`config.mk`:
```
export PLATFORM = sky130hd
export DESIGN_NAME = charge_sequencer_flat
export DESIGN_NICKNAME = d
export VERILOG_FILES = /design/src/rtl/charge_sequencer_if.sv /design/src/rtl/charge_sequencer.sv /design/src/flat_wrapper.sv
export SDC_FILE = /design/constraint.sdc
export NUM_CORES = 1
export LEC_CHECK = 0
export ABC_AREA = 1
export CORE_UTILIZATION = 58
export CTS_BUF_LIST = sky130_fd_sc_hd__clkbuf_8
export CTS_CLUSTER_SIZE = 14
export DETAILED_ROUTE_END_ITERATION = 16
export GPL_ROUTABILITY_DRIVEN = 0
export GPL_TIMING_DRIVEN = 0
export PLACE_DENSITY = 0.87
export SKIP_LAST_GASP = 1
export SLEW_MARGIN = 40
export SYNTH_ARGS = -nofsm -noshare
export SYNTH_HDL_FRONTEND = slang
export SYNTH_SLANG_ARGS = --single-unit
```
`constraint.sdc`:
```
create_clock -name clk -period 9.4 [get_ports clk]
set_input_delay 0.94 -clock clk [delete_from_list [all_inputs] [get_ports clk]]
set_output_delay 0.94 -clock clk [all_outputs]
set_load 0.03 [all_outputs]
```
`src/rtl/charge_sequencer_if.sv`:
```
// Handshake bundle for the charge sequencer: sampled ADC codes and enables in,
// registered mode flags and setpoints out.
interface charge_sequencer_if;
    logic       en;
    logic [3:0] sel;
    logic       smp_vld;
    logic [9:0] vbat_code;
    logic [7:0] ibat_code;
    logic [7:0] temp_code;
    logic       tc;
    logic       cc;
    logic       cv;
    logic [7:0] iset_code;
    logic [9:0] vset_code;
    logic       done;
    logic       fault;

    // Controller side: drives enable, capacity select and samples.
    modport master (
        output en, sel, smp_vld, vbat_code, ibat_code, temp_code,
        input  tc, cc, cv, iset_code, vset_code, done, fault
    );

    // Sequencer side.
    modport slave (
        input  en, sel, smp_vld, vbat_code, ibat_code, temp_code,
        output tc, cc, cv, iset_code, vset_code, done, fault
    );
endinterface

```
`src/rtl/charge_sequencer.sv`:
```
// Li-ion charge sequencer: trickle -> constant current -> constant voltage -> done,
// with debounced transitions, temperature window fault and CV timeout.
module charge_sequencer #(
    parameter logic [9:0]  VCUTOFF = 10'd600,
    parameter logic [9:0]  VTARGET = 10'd840,
    parameter logic [9:0]  VRECHG  = 10'd800,
    parameter logic [7:0]  TEMP_LO = 8'd37,
    parameter logic [7:0]  TEMP_HI = 8'd92,
    parameter int unsigned DEB     = 4,
    parameter logic [15:0] TOUT    = 16'd50000
) (
    input logic               clk,
    input logic               rst_n,
    charge_sequencer_if.slave bus
);

    typedef enum logic [2:0] {
        StIdle,
        StTc,
        StCc,
        StCv,
        StDone,
        StFault
    } state_e;

    localparam logic [3:0] DebCnt = 4'(DEB);

    state_e      state_q, state_d;
    logic [3:0]  cap_q, cap_d;
    logic [2:0]  dbn_q, dbn_d;
    logic [2:0]  tmp_q, tmp_d;
    logic [15:0] tmr_q, tmr_d;

    logic        tc_d, cc_d, cv_d, done_d, fault_d;
    logic [7:0]  iset_d;
    logic [9:0]  vset_d;

    logic [3:0]  dbn_inc, tmp_inc;
    logic [15:0] tmr_inc;
    logic [7:0]  cap_q_p1, cap_d_p1, iset_1c;
    logic        temp_bad, qual;
    state_e      fwd_state;

    assign dbn_inc  = {1'b0, dbn_q} + 4'd1;
    assign tmp_inc  = {1'b0, tmp_q} + 4'd1;
    assign tmr_inc  = tmr_q + 16'd1;
    assign cap_q_p1 = {4'd0, cap_q} + 8'd1;
    assign cap_d_p1 = {4'd0, cap_d} + 8'd1;
    // (cap+1) is at most 16, so 10x fits in 8 bits.
    assign iset_1c  = cap_d_p1 * 8'd10;
    assign temp_bad = (bus.temp_code < TEMP_LO) || (bus.temp_code > TEMP_HI);

    // Per-state qualifying condition for the normal forward transition.
    always_comb begin
        qual      = 1'b0;
        fwd_state = state_q;
        unique case (state_q)
            StTc: begin
                qual      = bus.vbat_code >= VCUTOFF;
                fwd_state = StCc;
            end
            StCc: begin
                qual      = bus.vbat_code >= VTARGET;
                fwd_state = StCv;
            end
            StCv: begin
                qual      = bus.ibat_code <= cap_q_p1;
                fwd_state = StDone;
            end
            StDone: begin
                qual      = bus.vbat_code < VRECHG;
                fwd_state = (bus.vbat_code < VCUTOFF) ? StTc : StCc;
            end
            default: begin
                qual      = 1'b0;
                fwd_state = state_q;
            end
        endcase
    end

    // Next state and counters; priority is en=0, temperature, timeout, normal.
    always_comb begin
        state_d = state_q;
        cap_d   = cap_q;
        dbn_d   = dbn_q;
        tmp_d   = tmp_q;
        tmr_d   = tmr_q;
        if (!bus.en) begin
            state_d = StIdle;
        end else begin
            unique case (state_q)
                StIdle: begin
                    cap_d   = bus.sel;
                    state_d = StTc;
                end
                StTc, StCc, StCv: begin
                    if (bus.smp_vld) begin
                        tmp_d = temp_bad ? tmp_inc[2:0] : 3'd0;
                        dbn_d = qual ? dbn_inc[2:0] : 3'd0;
                        if (state_q == StCv) tmr_d = tmr_inc;
                        if (temp_bad && (tmp_inc == DebCnt)) begin
                            state_d = StFault;
                        end else if ((state_q == StCv) && (tmr_inc == TOUT)) begin
                            state_d = StFault;
                        end else if (qual && (dbn_inc == DebCnt)) begin
                            state_d = fwd_state;
                        end
                    end
                end
                StDone: begin
                    if (bus.smp_vld) begin
                        dbn_d = qual ? dbn_inc[2:0] : 3'd0;
                        if (qual && (dbn_inc == DebCnt)) state_d = fwd_state;
                    end
                end
                default: state_d = state_q;
            endcase
        end
        // Every debounce and timer restarts from zero in a new state.
        if (!bus.en || (state_d != state_q)) begin
            dbn_d = 3'd0;
            tmp_d = 3'd0;
            tmr_d = 16'd0;
        end
    end

    // Outputs are decoded from the next state so they register with it.
    always_comb begin
        tc_d    = 1'b0;
        cc_d    = 1'b0;
        cv_d    = 1'b0;
        done_d  = 1'b0;
        fault_d = 1'b0;
        iset_d  = 8'd0;
        vset_d  = 10'd0;
        unique case (state_d)
            StTc: begin
                tc_d   = 1'b1;
                iset_d = cap_d_p1;
                vset_d = VTARGET;
            end
            StCc: begin
                cc_d   = 1'b1;
                iset_d = iset_1c;
                vset_d = VTARGET;
            end
            StCv: begin
                cv_d   = 1'b1;
                iset_d = iset_1c;
                vset_d = VTARGET;
            end
            StDone:  done_d  = 1'b1;
            StFault: fault_d = 1'b1;
            default: ;
        endcase
    end

    // State, counters and registered outputs.
    always_ff @(posedge clk or negedge rst_n) begin
        if (!rst_n) begin
            state_q       <= StIdle;
            cap_q         <= 4'd0;
            dbn_q         <= 3'd0;
            tmp_q         <= 3'd0;
            tmr_q         <= 16'd0;
            bus.tc        <= 1'b0;
            bus.cc        <= 1'b0;
            bus.cv        <= 1'b0;
            bus.done      <= 1'b0;
            bus.fault     <= 1'b0;
            bus.iset_code <= 8'd0;
            bus.vset_code <= 10'd0;
        end else begin
            state_q       <= state_d;
            cap_q         <= cap_d;
            dbn_q         <= dbn_d;
            tmp_q         <= tmp_d;
            tmr_q         <= tmr_d;
            bus.tc        <= tc_d;
            bus.cc        <= cc_d;
            bus.cv        <= cv_d;
            bus.done      <= done_d;
            bus.fault     <= fault_d;
            bus.iset_code <= iset_d;
            bus.vset_code <= vset_d;
        end
    end

endmodule

```
`src/flat_wrapper.sv`:
```
// flat-port wrapper written by rule: the top's interface ports become plain ports
module charge_sequencer_flat 
#(
    parameter logic [9:0]  VCUTOFF = 10'd600,
    parameter logic [9:0]  VTARGET = 10'd840,
    parameter logic [9:0]  VRECHG  = 10'd800,
    parameter logic [7:0]  TEMP_LO = 8'd37,
    parameter logic [7:0]  TEMP_HI = 8'd92,
    parameter int unsigned DEB     = 4,
    parameter logic [15:0] TOUT    = 16'd50000
)
  (clk, rst_n, bus_en, bus_sel, bus_smp_vld, bus_vbat_code, bus_ibat_code, bus_temp_code, bus_tc, bus_cc, bus_cv, bus_iset_code, bus_vset_code, bus_done, bus_fault);
  charge_sequencer_if bus_i ();
  input logic clk;
  input logic rst_n;
  input wire logic [$bits(bus_i.en)-1:0] bus_en;
  input wire logic [$bits(bus_i.sel)-1:0] bus_sel;
  input wire logic [$bits(bus_i.smp_vld)-1:0] bus_smp_vld;
  input wire logic [$bits(bus_i.vbat_code)-1:0] bus_vbat_code;
  input wire logic [$bits(bus_i.ibat_code)-1:0] bus_ibat_code;
  input wire logic [$bits(bus_i.temp_code)-1:0] bus_temp_code;
  output wire logic [$bits(bus_i.tc)-1:0] bus_tc;
  output wire logic [$bits(bus_i.cc)-1:0] bus_cc;
  output wire logic [$bits(bus_i.cv)-1:0] bus_cv;
  output wire logic [$bits(bus_i.iset_code)-1:0] bus_iset_code;
  output wire logic [$bits(bus_i.vset_code)-1:0] bus_vset_code;
  output wire logic [$bits(bus_i.done)-1:0] bus_done;
  output wire logic [$bits(bus_i.fault)-1:0] bus_fault;
  assign bus_i.en = bus_en;
  assign bus_i.sel = bus_sel;
  assign bus_i.smp_vld = bus_smp_vld;
  assign bus_i.vbat_code = bus_vbat_code;
  assign bus_i.ibat_code = bus_ibat_code;
  assign bus_i.temp_code = bus_temp_code;
  assign bus_tc = bus_i.tc;
  assign bus_cc = bus_i.cc;
  assign bus_cv = bus_i.cv;
  assign bus_iset_code = bus_i.iset_code;
  assign bus_vset_code = bus_i.vset_code;
  assign bus_done = bus_i.done;
  assign bus_fault = bus_i.fault;
  charge_sequencer #(.VCUTOFF(VCUTOFF), .VTARGET(VTARGET), .VRECHG(VRECHG), .TEMP_LO(TEMP_LO), .TEMP_HI(TEMP_HI), .DEB(DEB), .TOUT(TOUT)) u_core (.clk(clk), .rst_n(rst_n), .bus(bus_i));
endmodule
```
==> reports/metrics.cfg <==
[routing]
wl_per_cell_um = 12.0
drtPass1Iterations = 4
drc_errors = 0
drtIter0Drc = 141
wirelength_mm = 6.48
vias = 2866
via_per_inst = 5.29
ant_nets = 0

[sta]
worstMarginPinSlew_ns = 0.535
fin_crit_sh_pct = 40.6
max_freq_ghz = 0.262
finalSetupViolations = 0
drv_slew = 0
whs_ns = 0.608
fin_crit_ns = 3.81
slew_headroom_pct = 64.3
tns_ns = 0
hold_violations = 0
skew_ns = 0.00940
rsz0062_at_grt = false

[global_routing]
antenna_found_initial = 0
grt_overflow = 0
grt_pass1_vias = 2676
grt_usage_pct = 25.8
grt_max_degree = 44
grt_pass1_wl_mm = 11.0

[placed_design]
place_area_um2 = 3570
hpwl_mm = 4.92
port_buffers = 47

[final_layout]
layout.nets = 524
areaGrowthSynthToFinish_pct = 22.2
drive_gt1_share_pct = 12.6
final_area_um2 = 3670
antenna_cells = 0

[floorplan]
die_height_um = 74.0
coreArea_um2 = 4850
std_cell_rows = 25
dieWidth_um = 74.0
initial_core_util_pct = 62.0
die_area_um2 = 5470
ios = 57

[cts]
cts_tree = yes
post_cts_buffers = 0
cts_sinks = 43
h-tree-depth = 2
cts_resized = 0
cts-root-buf = clkbuf_8
path_clk_slew_ns = 0.10
clk_latency_ns = 0.30
cts_buffers = 5
hold_buffers = 0
cts.path.max_buffers = 2

[setup_path]
cp.arrival_ns = 4.05
cp.required_ns = 9.64
crit_path_max_fanout = 6
worstSetupPathType = input pin to flip-flop
r2r_slack_ns = 6.00
critPathLaunch = bus_en
start_kind = input pin
ff2ff_path_depth = 14
r2r-start = u_core.state_q[0]
end_kind = flip-flop

[synthesis]
synthCells = 415
synth_cell_types = 34
synth_area_um2 = 3000
synth_seq_cells = 43
ys_seq_area_share_pct = 35.8
yosysWarnings = 0
synth.avg_cell_area_um2 = 7.24

[pwr]
power.density_nw_per_um2 = 122
leakagePower_nw = 1.79
ir_drop_mv = 0.0916

[min_path]
hold_depth = 1
hp-start = u_core.cap_q[1]
hp-class = flip-flop to flip-flop

[outcome]
outcome = finished, final reports clean

[job]
max-cap-violations = 0

## registers in the layout, summed over array words and instances, names as in the netlist, 3 cells and up
signal,flops
u_core.bus.iset_code,8
u_core.cap_q,4
u_core.dbn_q,3
u_core.state_q,3
u_core.tmp_q,3
u_core.tmr_q,16
## per-layer routing
metal	global-route usage [%]	wire length, µm	vias up
met1	29.6	2710	1318
met5	0	0	-
li1	-	-	1429
met2	47.3	3300	99
met4	8.97	114	0
met3	5.83	360	20
## kinds of logic (layout without fill, tap and decap cells)
logic type	count (synthesis)	in the layout	synth area share, %
and+or+nand+nor	234	234	35.6
buffers and inverters	71	126	10.5
DFF	43	43	35.8
AOI/OAI and AO/OA	36	36	6.66
adders and majority gates	16	16	6.91
xor gates and xnor gates	10	10	2.92
muxes	4	4	1.46
other	1	6	0.125
## area by class of cell
cell class | instances | area (µm²)
plain buffers | 13 | 97.6
fillers | 373 | 1180
clock inverters | 3 | 26.3
repair buffers | 47 | 468
flip-flops and latches | 43 | 1080
inverters | 58 | 218
well taps | 67 | 83.8
clock buffers | 5 | 68.8
multi-input cells | 306 | 1630
## critical path, stage by stage
cell and delay (ns):
clkdlybuf4s50_1 0.60, nand3_1 0.23, nand2_1 0.11, o21a_1 0.26, ha_1 0.24, xor2_1 0.29, ha_1 0.21, ha_1 0.15
inv_1 0.05, fa_1 0.38, xor2_1 0.16, or2_2 0.29, a21oi_1 0.14
## metrics by stage
step	power (mW)	setup WS, ns	util, %	std cells
after CTS	0.452	5.57	75.7	542
after detailed placement	0.325	5.33	73.7	534
after floorplan	0.281	6.17	-	420
after global placement	0.319	5.39	73.8	534
final	0.449	5.59	75.7	542
after global routing	0.477	5.42	75.7	542
## Yosys cell counts
| cell | instances | area, µm² |
|---|---|---|
| conb_1 | 1 | 3.75 |
| buf_6 | 2 | 22.5 |
| inv_2 | 2 | 7.51 |
| mux2_2 | 3 | 33.8 |
| nor3b_1 | 1 | 7.51 |
| nand3_1 | 39 | 195 |
| clkbuf_1 | 2 | 7.51 |
| a21oi_1 | 7 | 35.0 |
| o21ai_0 | 19 | 95.1 |
| o21bai_1 | 1 | 7.51 |
| o31ai_1 | 1 | 7.51 |
| mux2i_1 | 1 | 10.0 |
| buf_4 | 9 | 67.6 |
| nor2_2 | 24 | 150 |
| o21a_1 | 2 | 15.0 |
| o21ai_1 | 1 | 5.00 |
| o211ai_1 | 1 | 7.51 |
| xnor2_1 | 4 | 35.0 |
| nand2_2 | 5 | 31.3 |
| dfrtp_1 | 43 | 1080 |
| xor2_1 | 6 | 52.6 |
| ha_1 | 15 | 188 |
| nor2_1 | 36 | 135 |
| inv_1 | 56 | 210 |
| nand2_1 | 107 | 402 |
| fa_1 | 1 | 20.0 |
| nor2_4 | 1 | 11.3 |
| or2_2 | 1 | 6.26 |
| nand3_2 | 4 | 40.0 |
| nand4_1 | 8 | 50.1 |
| nor3_1 | 7 | 35.0 |
| a21boi_0 | 2 | 15.0 |
| o22ai_1 | 2 | 12.5 |
| and2_1 | 1 | 6.26 |
## cell usage in the layout, fill, tap and decap left out, types with 8 or more instances in the layout
cell type / instances
nor2_1: 36
nand4_1: 8
clkdlybuf4s50_1: 46
dfrtp_1: 43
inv_1: 56
nor2_2: 24
buf_4: 10
nand2_1: 107
ha_1: 15
o21ai_0: 19
nand3_1: 39
## report_power, final
group,leakage (nW),switching (mW),internal [mW]
combinational,1.16,0.0718,0.0542
clock,0.0491,0.0717,0.0547
sequential,0.583,0.00518,0.192
total,1.79,0.149,0.301
## final timing paths
kind	to
worst max register to register	u_core.bus.iset_code[6]
min in group asynchronous	u_core.tmr_q[11]
worst min register to register	u_core.cap_q[1]
worst max-delay path	u_core.bus.iset_code[6]
worst min-delay path	u_core.cap_q[1]
max in group asynchronous	u_core.tmr_q[6]
Note: power is estimated with default switching activity, not from simulation.
